**src/rtl/atm_keypad_entry.sv**
```systemverilog
// ATM keypad entry: collects up to three BCD digits per field, submits on ENTER,
// discards idle entries and locks out after repeated PIN rejections.
module atm_keypad_entry #(
   parameter int unsigned TIMEOUT_CYCLES = 1024,
   parameter int unsigned MAX_TRIES      = 3
) (
   input  logic        clk,
   input  logic        rst,
   input  logic        key_valid,
   input  logic [3:0]  key_code,
   input  logic [1:0]  field_sel,
   input  logic        pin_fail,
   input  logic        pin_ok,
   input  logic        card_out,
   output logic [11:0] value,
   output logic [1:0]  value_field,
   output logic        value_valid,
   output logic [1:0]  digit_count,
   output logic        key_err,
   output logic        timeout,
   output logic        locked
);

   localparam int unsigned TW = $clog2(TIMEOUT_CYCLES + 1);

   typedef enum logic [1:0] {IDLE, COLLECT, LOCKED} state_t;

   state_t        state, state_next;
   logic [11:0]   buffer, buf_next;
   logic [1:0]    cnt_next;
   logic [TW-1:0] idle_cnt, idle_next;
   logic [1:0]    fail_cnt, fail_next, fail_inc;
   logic          err_d, submit_d, tmo_d;
   logic          pin_evt, lock_hit, tmo_hit, key_act, key_bad;
   logic          is_digit, is_clear, is_bksp, is_enter;

   assign is_digit = key_code <= 4'd9;
   assign is_clear = key_code == 4'hA;
   assign is_bksp  = key_code == 4'hB;
   assign is_enter = key_code == 4'hC;
   assign key_bad  = (key_code >= 4'hD) || (field_sel == 2'd3);

   // Same-cycle priority chain: card_out, then PIN strobes, then timeout, then keys.
   assign pin_evt  = !card_out && (pin_fail || pin_ok);
   assign fail_inc = (fail_cnt == 2'd3) ? 2'd3 : fail_cnt + 2'd1;
   assign lock_hit = pin_evt && pin_fail && (32'(fail_inc) == MAX_TRIES);
   assign tmo_hit  = !card_out && !pin_evt && (state == COLLECT) &&
                     (idle_cnt >= TW'(TIMEOUT_CYCLES - 1));
   assign key_act  = key_valid && !card_out && !pin_evt && !tmo_hit && (state != LOCKED);

   always_ff @(posedge clk or negedge rst) begin
      if (!rst) begin
         state       <= IDLE;
         buffer      <= '0;
         digit_count <= '0;
         idle_cnt    <= '0;
         fail_cnt    <= '0;
         value       <= '0;
         value_field <= '0;
         value_valid <= 1'b0;
         key_err     <= 1'b0;
         timeout     <= 1'b0;
         locked      <= 1'b0;
      end else begin
         state       <= state_next;
         buffer      <= buf_next;
         digit_count <= cnt_next;
         idle_cnt    <= idle_next;
         fail_cnt    <= fail_next;
         value_valid <= submit_d;
         key_err     <= err_d;
         timeout     <= tmo_d;
         locked      <= (state_next == LOCKED);
         if (submit_d) begin
            value       <= buffer;
            value_field <= field_sel;
         end
      end
   end

   always_comb begin
      state_next = state;
      buf_next   = buffer;
      cnt_next   = digit_count;
      idle_next  = (key_valid || state != COLLECT) ? '0 : idle_cnt + 1'b1;
      fail_next  = fail_cnt;
      if (card_out)
         fail_next = '0;
      else if (pin_fail)
         fail_next = fail_inc;
      else if (pin_ok)
         fail_next = '0;

      if (card_out || tmo_hit) begin
         state_next = IDLE;
         buf_next   = '0;
         cnt_next   = '0;
      end else if (lock_hit) begin
         state_next = LOCKED;
         buf_next   = '0;
         cnt_next   = '0;
      end else if (key_act && !key_bad) begin
         case (state)
            IDLE: if (is_digit) begin
               buf_next   = {8'h00, key_code};
               cnt_next   = 2'd1;
               state_next = COLLECT;
            end
            COLLECT: begin
               if (is_digit && digit_count != 2'd3) begin
                  buf_next = {buffer[7:0], key_code};
                  cnt_next = digit_count + 2'd1;
               end else if (is_bksp) begin
                  buf_next = {4'h0, buffer[11:4]};
                  cnt_next = digit_count - 2'd1;
                  if (digit_count == 2'd1) state_next = IDLE;
               end else if (is_clear || (is_enter && digit_count == 2'd3)) begin
                  buf_next   = '0;
                  cnt_next   = '0;
                  state_next = IDLE;
               end
            end
            default: ;
         endcase
      end
   end

   always_comb begin
      tmo_d    = tmo_hit;
      submit_d = key_act && !key_bad && (state == COLLECT) && is_enter &&
                 (digit_count == 2'd3);
      err_d    = key_act && (key_bad ||
                 ((state == IDLE) && !is_digit) ||
                 ((state == COLLECT) && is_digit && (digit_count == 2'd3)) ||
                 ((state == COLLECT) && is_enter && (digit_count != 2'd3)));
   end

endmodule
```
**config.mk**
```make
export PLATFORM = sky130hd
export DESIGN_NAME = atm_keypad_entry
export DESIGN_NICKNAME = d
export VERILOG_FILES = /design/src/rtl/atm_keypad_entry.sv
export SDC_FILE = /design/constraint.sdc
export NUM_CORES = 1
export LEC_CHECK = 0
export CAP_MARGIN = 10
export CORE_MARGIN = 2
export CORE_UTILIZATION = 45
export CTS_CLUSTER_DIAMETER = 200
export DETAILED_ROUTE_END_ITERATION = 16
export GPL_TIMING_DRIVEN = 0
export PLACE_DENSITY = 0.67
export SYNTH_ARGS = -nofsm -noshare
export SYNTH_HDL_FRONTEND = slang
export SYNTH_SLANG_ARGS = --single-unit
export TNS_END_PERCENT = 20
```
**constraint.sdc**
```tcl
create_clock -name clk -period 4.2 [get_ports clk]
set_input_delay 1.05 -clock clk [delete_from_list [all_inputs] [get_ports clk]]
set_output_delay 1.05 -clock clk [all_outputs]
set_load 0.05 [all_outputs]
```
Word-level counts from Yosys, hierarchy flattened
Index checks and enable logic that the tools add are counted.
{"block": "word_totals", "regBits": 47, "in_bits": 12, "out_inout_bits": 20, "word_cells": 103}
{"block": "classes", "n_addsub": 4, "order_cmp": 3, "eq_ne": 15, "mux": 30, "reduce_logical": 40}
{"operator": "2-to-1 mux 12 bit", "count": 7}
{"operator": "2-to-1 mux 2 bit", "count": 19}
{"operator": "case mux 12 bit (2 select lines)", "count": 1}
{"operator": "logical AND 1 bit", "count": 22}
{"operator": "equality test 4 bit, second input constant", "count": 3}
{"operator": "adder 11 x 1 -> 11 bit, second input constant", "count": 1}
{"operator": ">= comparator 11 x 10 -> 1 bit, second input constant", "count": 1}
{"operator": "2-to-1 mux 11 bit", "count": 1}
{"operator": "equality test 2 bit, second input constant", "count": 5}
{"operator": "logical OR 1 bit", "count": 8}
{"operator": "case mux 2 bit (2 select lines)", "count": 2}
{"operator": "!= test 6 x 3 -> 1 bit, second input constant", "count": 1}
{"operator": "nonzero test 3 bit", "count": 2}
{"operator": "zero test 1 bit", "count": 5}
{"operator": "adder 2 x 1 -> 2 bit, second input constant", "count": 2}
{"operator": "equality test 2 x 1 -> 1 bit, second input constant", "count": 2}
{"operator": ">= comparator 4 bit, second input constant", "count": 1}
{"operator": "less-or-equal comparator 4 bit, second input constant", "count": 1}
{"operator": "!= test 2 bit, second input constant", "count": 2}
{"operator": "!= test 4 bit, second input constant", "count": 1}
{"operator": "AND reduction 4 bit", "count": 1}
{"operator": "nonzero test 4 bit", "count": 1}
{"operator": "zero test 2 bit", "count": 1}
{"operator": "!= test 2 x 1 -> 1 bit, second input constant", "count": 1}
{"operator": "subtractor 2 x 1 -> 2 bit, second input constant", "count": 1}

Longest topological paths before layout
Gate-level depths: netlist of run 1.
{"block": "logic_depth", "word_depth": 14, "depth_mapped": 8, "depth_no_buf": 7}

Worst setup path before layout of run 1
No wires, ideal clock.
{"block": "synth_timing", "path_kind": "input port to flip-flop", "startpoint": "input port key_code[3]", "endpoint": "register value[10]", "setup_time_ns": 0.125, "arrival_time_ns": 2.566, "required_time_ns": 4.075, "setup_slack_ns": 1.509, "stages": 7, "n_path_buf": 3, "cell_sequence": "buf_2 nand2_1 o21ai_1 or4_1 buf_6 buf_12 mux2_4"}
{"block": "synth_via", "elab_chain_cells": 7}
{"item": "start, declared", "line": "10", "rtl": "input logic [3:0] key_code,"}
{"item": ">= comparator 4 bit", "line": "41", "rtl": "assign key_bad = (key_code >= 4'hD) || (field_sel == 2'd3);"}
{"item": "logical OR 1 bit", "line": "41"}
{"item": "zero test 1 bit", "line": "130", "rtl": "submit_d = key_act && !key_bad && (state == COLLECT) && is_enter &&"}
{"item": "logical AND 1 bit (2 in series)", "line": "130"}
{"item": "logical AND 1 bit (*) (2 in series)", "line": "130"}
{"item": "end signal, assigned", "line": "75", "rtl": "value <= buffer;"}
{"item": "end, declared", "line": "15", "rtl": "output logic [11:0] value,"}
Every way passes the cells marked *; elsewhere a longest branch is shown, timed or not.
A chain may end at the register's enable or synchronous reset.

Worst setup path after layout of run 1
{"block": "layout_timing", "startpoint": "input port key_code[0]", "endpoint": "register buffer[10]"}
{"block": "layout_via", "elab_chain_cells": 7}
{"item": "less-or-equal comparator 4 bit or equality test 4 bit (tied branches)", "line": "37, 39"}
{"item": "logical AND 1 bit or 2-to-1 mux 12 bit (tied branches)", "line": "110, 113"}
{"item": "2-to-1 mux 12 bit", "line": "110", "rtl": "if (is_digit && digit_count != 2'd3) begin"}
{"item": "case mux 12 bit (2 select lines)", "line": "103", "rtl": "case (state)"}
{"item": "2-to-1 mux 12 bit", "line": "102", "rtl": "end else if (key_act && !key_bad) begin"}
{"item": "2-to-1 mux 12 bit", "line": "98", "rtl": "end else if (lock_hit) begin"}
{"item": "2-to-1 mux 12 bit", "line": "94", "rtl": "if (card_out || tmo_hit) begin"}
{"item": "end signal, assigned", "line": "66", "rtl": "buffer <= buf_next;"}
{"item": "end, declared", "line": "29", "rtl": "logic [11:0] buffer, buf_next;"}
Several ways; a longest one is shown, not always the timed one. The select of a mux whose other input is x is not followed.

==> flow_summary.yaml, run 1 <==
finish:
  antenna_cells: 0
  syn_to_final_growth_pct: 21.1
  finalNetCount: 282
  fillCellCount: 477
  regArea_um2: 1180
  drive_above_1_share_pct: 13.1
  final_util_pct: 56.3
  multi_input_area_um2: 1080
logic_synthesis:
  yosysTopAreaCell: "dfrtp_1"
  yosysUniqueCellTypes: 42
  syn_inst: 229
  yosys.area.top_type_share_pct: 49.8
  avgSynthCellArea_um2: 10.3
  synth_area_um2: 2360
  syn_nets: 244
  ys_ff_latch: 47
  synth_edf_count: 0
  synth.most_common_cell: "dfrtp_1"
  ys_top_cells_by_area: "dfrtp_1, mux2_4, nand3_1"
  synth_warnings: 0
  ys.flop_type: "dfrtp_1"
  ys_top_cells_by_count: "dfrtp_1, nand3_1, a21oi_1"
  ys_async_sr_fraction_pct: 100
  ys_seq_area_share_pct: 49.8
routing:
  dr.first_iter.drc_count: 136
  postRouteWirelength_um: 4740
  vias_per_cell: 5.34
  wire_per_inst_um: 14.0
  dr.pass1.iters: 4
  vias: 1805
  drtAntennaViolNets: 0
  drc: 0
worst_setup_path:
  cp_max_fo: 10
  startpoint_type: "primary input"
  rr_endpoint: "buffer[10]"
  r2r_cells: 8
  crit_family: "compound AO/OA/AOI/OAI gates"
  criticalPathCategory: "primary input to flip-flop"
  regToRegSetupSlack_ps: 1790
  max_stage_delay_ps: 570
  required_ps: 4420
  crit_start: "key_code[0]"
  regToRegStartpoint: "digit_count[0]"
  arrival_ps: 3260
  path_buf_inv: 2
  crit_path_end_kind: "flip-flop"
  endpoint: "buffer[10]"
  critPathSlowestCell: "clkdlybuf4s50_1"
  crit_cells: 7
  crit_chain: "clkdlybuf4s50_1 -> nor4bb_1 -> o21ai_0 -> a2111oi_4 -> buf_2 -> nand3_1 -> a21oi_1"
die:
  die_h_um: 76.4
  initial_core_util_pct: 46.5
  rows: 26
  die-area_um2: 5840
  fp.dieW_um: 76.4
  io_pins: 32
  core_area_um2: 5070
timing:
  finalSetupTns_ps: 0
  maxSlewHeadroom_pct: 43.9
  slew_violations: 0
  finalCritPeriodShare_pct: 72.3
  finClkSkew_ps: 12.8
  final-setup-viol-count: 0
  rsz0062_at_grt: "false"
  finalWorstSetupSlack_ps: 1160
  hold_ws_ps: 514
  worstMarginPinSlew_ps: 835
  fmax_mhz: 329
  hold_viol_final: 0
  layout_min_cycle_time_ps: 3040
clocking:
  cts_setup_buffers: 0
  cts_made_buffers: 5
  cts_max_level: 2
  cts_tree: "yes"
  path_clk_slew_ps: 80
  cts_hold_buf: 0
  clk_latency_ps: 300
  cts_root_buf: "clkbuf_8"
  postCtsResizedCells: 0
  cts.sinks: 47
  clock_path_buffers: 2
power:
  leakagePower_nw: 1.22
  p_per_area_nw_per_um2: 282
  peakVddDrop_mv: 0.117
place:
  gp_congestion: 0.840
  post-place-ws_ps: 879
  port_buffers: 30
  hpwl_um: 3420
grt:
  grt_pass1_wl_um: 8290
  grt_max_degree: 34
  grt_antenna_before_repair: 0
  grt_pass1_vias: 1644
  gr-total-overflow: 0
  grt_util_all_layers_pct: 18.0
hold_path:
  hold_start: "value[5]"
  min_path_cells: 1
  hp-class: "flip-flop to flip-flop"
outcome:
  status: "complete, no violations"
run:
  maxCapViolCount: 0
## power by group
part           internal, mW  switching [mW]
clock                 0.135           0.150
sequential            0.456         0.00314
combinational        0.0231          0.0380
total                 0.614           0.191
## worst min-delay path by stage
stage / endpoint
CTS: idle_cnt[0]
global placement: value[0]
floorplan: idle_cnt[0]
finish: value[5]
global route: value[11]
detailed placement: value[11]
## layer usage
layer  vias to the layer above  GRT usage (%)  share of wire (%)
li1                        898              -                  -
met4                         0           7.09                1.5
met2                        53           25.5                 45
met5                         -              0                  0
met3                         5           4.74                5.2
met1                       849           26.4                 48
## stage by stage
stage,cells,area (um2),power [mW]
CTS,338,2860,0.814
floorplan,229,2360,0.498
global placement,329,2750,0.528
global route,338,2860,0.843
detailed placement,330,2760,0.529
finish,338,2860,0.805
## sequential cells by signal (all words and copies together) (netlist names)
name         count
idle_cnt        11
fail_cnt         2
value           12
digit_count      2
buffer          12
key_err          1
timeout          1
locked           1
state            2
value_valid      1
value_field      2
## placed cells by master, fill, tap and decap left out, types with 3 or more instances in the layout
master | netlist | layout
nand3_1 | 23 | 23
clkbuf_8 | 0 | 6
mux2_2 | 6 | 6
dfrtp_1 | 47 | 47
o21ai_0 | 7 | 7
inv_1 | 6 | 6
o31a_1 | 3 | 3
nor2b_1 | 3 | 3
a22o_1 | 4 | 4
buf_2 | 6 | 7
ha_1 | 3 | 3
a21oi_1 | 21 | 21
clkdlybuf4s50_1 | 0 | 29
nor2_1 | 17 | 17
nand2_1 | 20 | 20
nor3_1 | 8 | 8
nand2b_1 | 6 | 6
mux2_4 | 9 | 9
clkbuf_1 | 4 | 5
xor2_1 | 5 | 5
o211ai_1 | 3 | 3
## cells by family (layout without fill, tap and decap cells)
kind of cell / Yosys count / in the layout / synth area share [%]
mux: 15 / 15 / 8.59
fa+ha+maj: 3 / 3 / 1.59
compound gates: 52 / 52 / 14.9
flops: 47 / 47 / 49.8
buf+inv: 18 / 57 / 4.19
simple gates: 87 / 87 / 18.3
xor+xnor: 7 / 7 / 2.60
## area by class of cell
cell class	instances	share of cell area [%]
repair buffers	31	11.0
plain buffers	12	2.67
inverters	6	0.788
clock buffers	7	3.02
flip-flops and latches	47	41.2
clock inverters	1	0.306
well taps	70	3.06
multi-input cells	164	38.0
Note: power is estimated with default switching activity, not from simulation.
==> run 2: changes to the inputs <==
==> constraint.sdc (replaced) <==
create_clock -name clk -period 3.09 [get_ports clk]
set_input_delay 0.7725 -clock clk [delete_from_list [all_inputs] [get_ports clk]]
set_output_delay 0.7725 -clock clk [all_outputs]
set_load 0.05 [all_outputs]
==> results of run 2 <==
Same layout as run 1 (identical final DEF). Status: complete, no violations.
Main changes from that run: setup slack after placement 879 ps -> 46.2 ps; clock-pin slew on the worst setup and hold paths 80 ps -> 90 ps; setup slack after layout 1160 ps -> 331 ps; hold slack 514 ps -> 369 ps; register-to-register setup slack 1790 ps -> 680 ps; total power 0.805 mW -> 1.09 mW; worst IR drop on VDD 0.117 mV -> 0.159 mV
==> run 3: changes to the inputs <==
--- a/config.mk
+++ b/config.mk
@@ -15,4 +15,4 @@
 export SYNTH_ARGS = -nofsm -noshare
 export SYNTH_HDL_FRONTEND = slang
 export SYNTH_SLANG_ARGS = --single-unit
-export TNS_END_PERCENT = 20
+export TNS_END_PERCENT = 10
==> results of run 3 <==
Same layout as run 1 (identical final DEF). Status: complete, no violations.
Main changes from that run: setup slack after placement 879 ps -> 46.2 ps; clock-pin slew on the worst setup and hold paths 80 ps -> 90 ps; setup slack after layout 1160 ps -> 331 ps; hold slack 514 ps -> 369 ps; register-to-register setup slack 1790 ps -> 680 ps; total power 0.805 mW -> 1.09 mW; worst IR drop on VDD 0.117 mV -> 0.159 mV
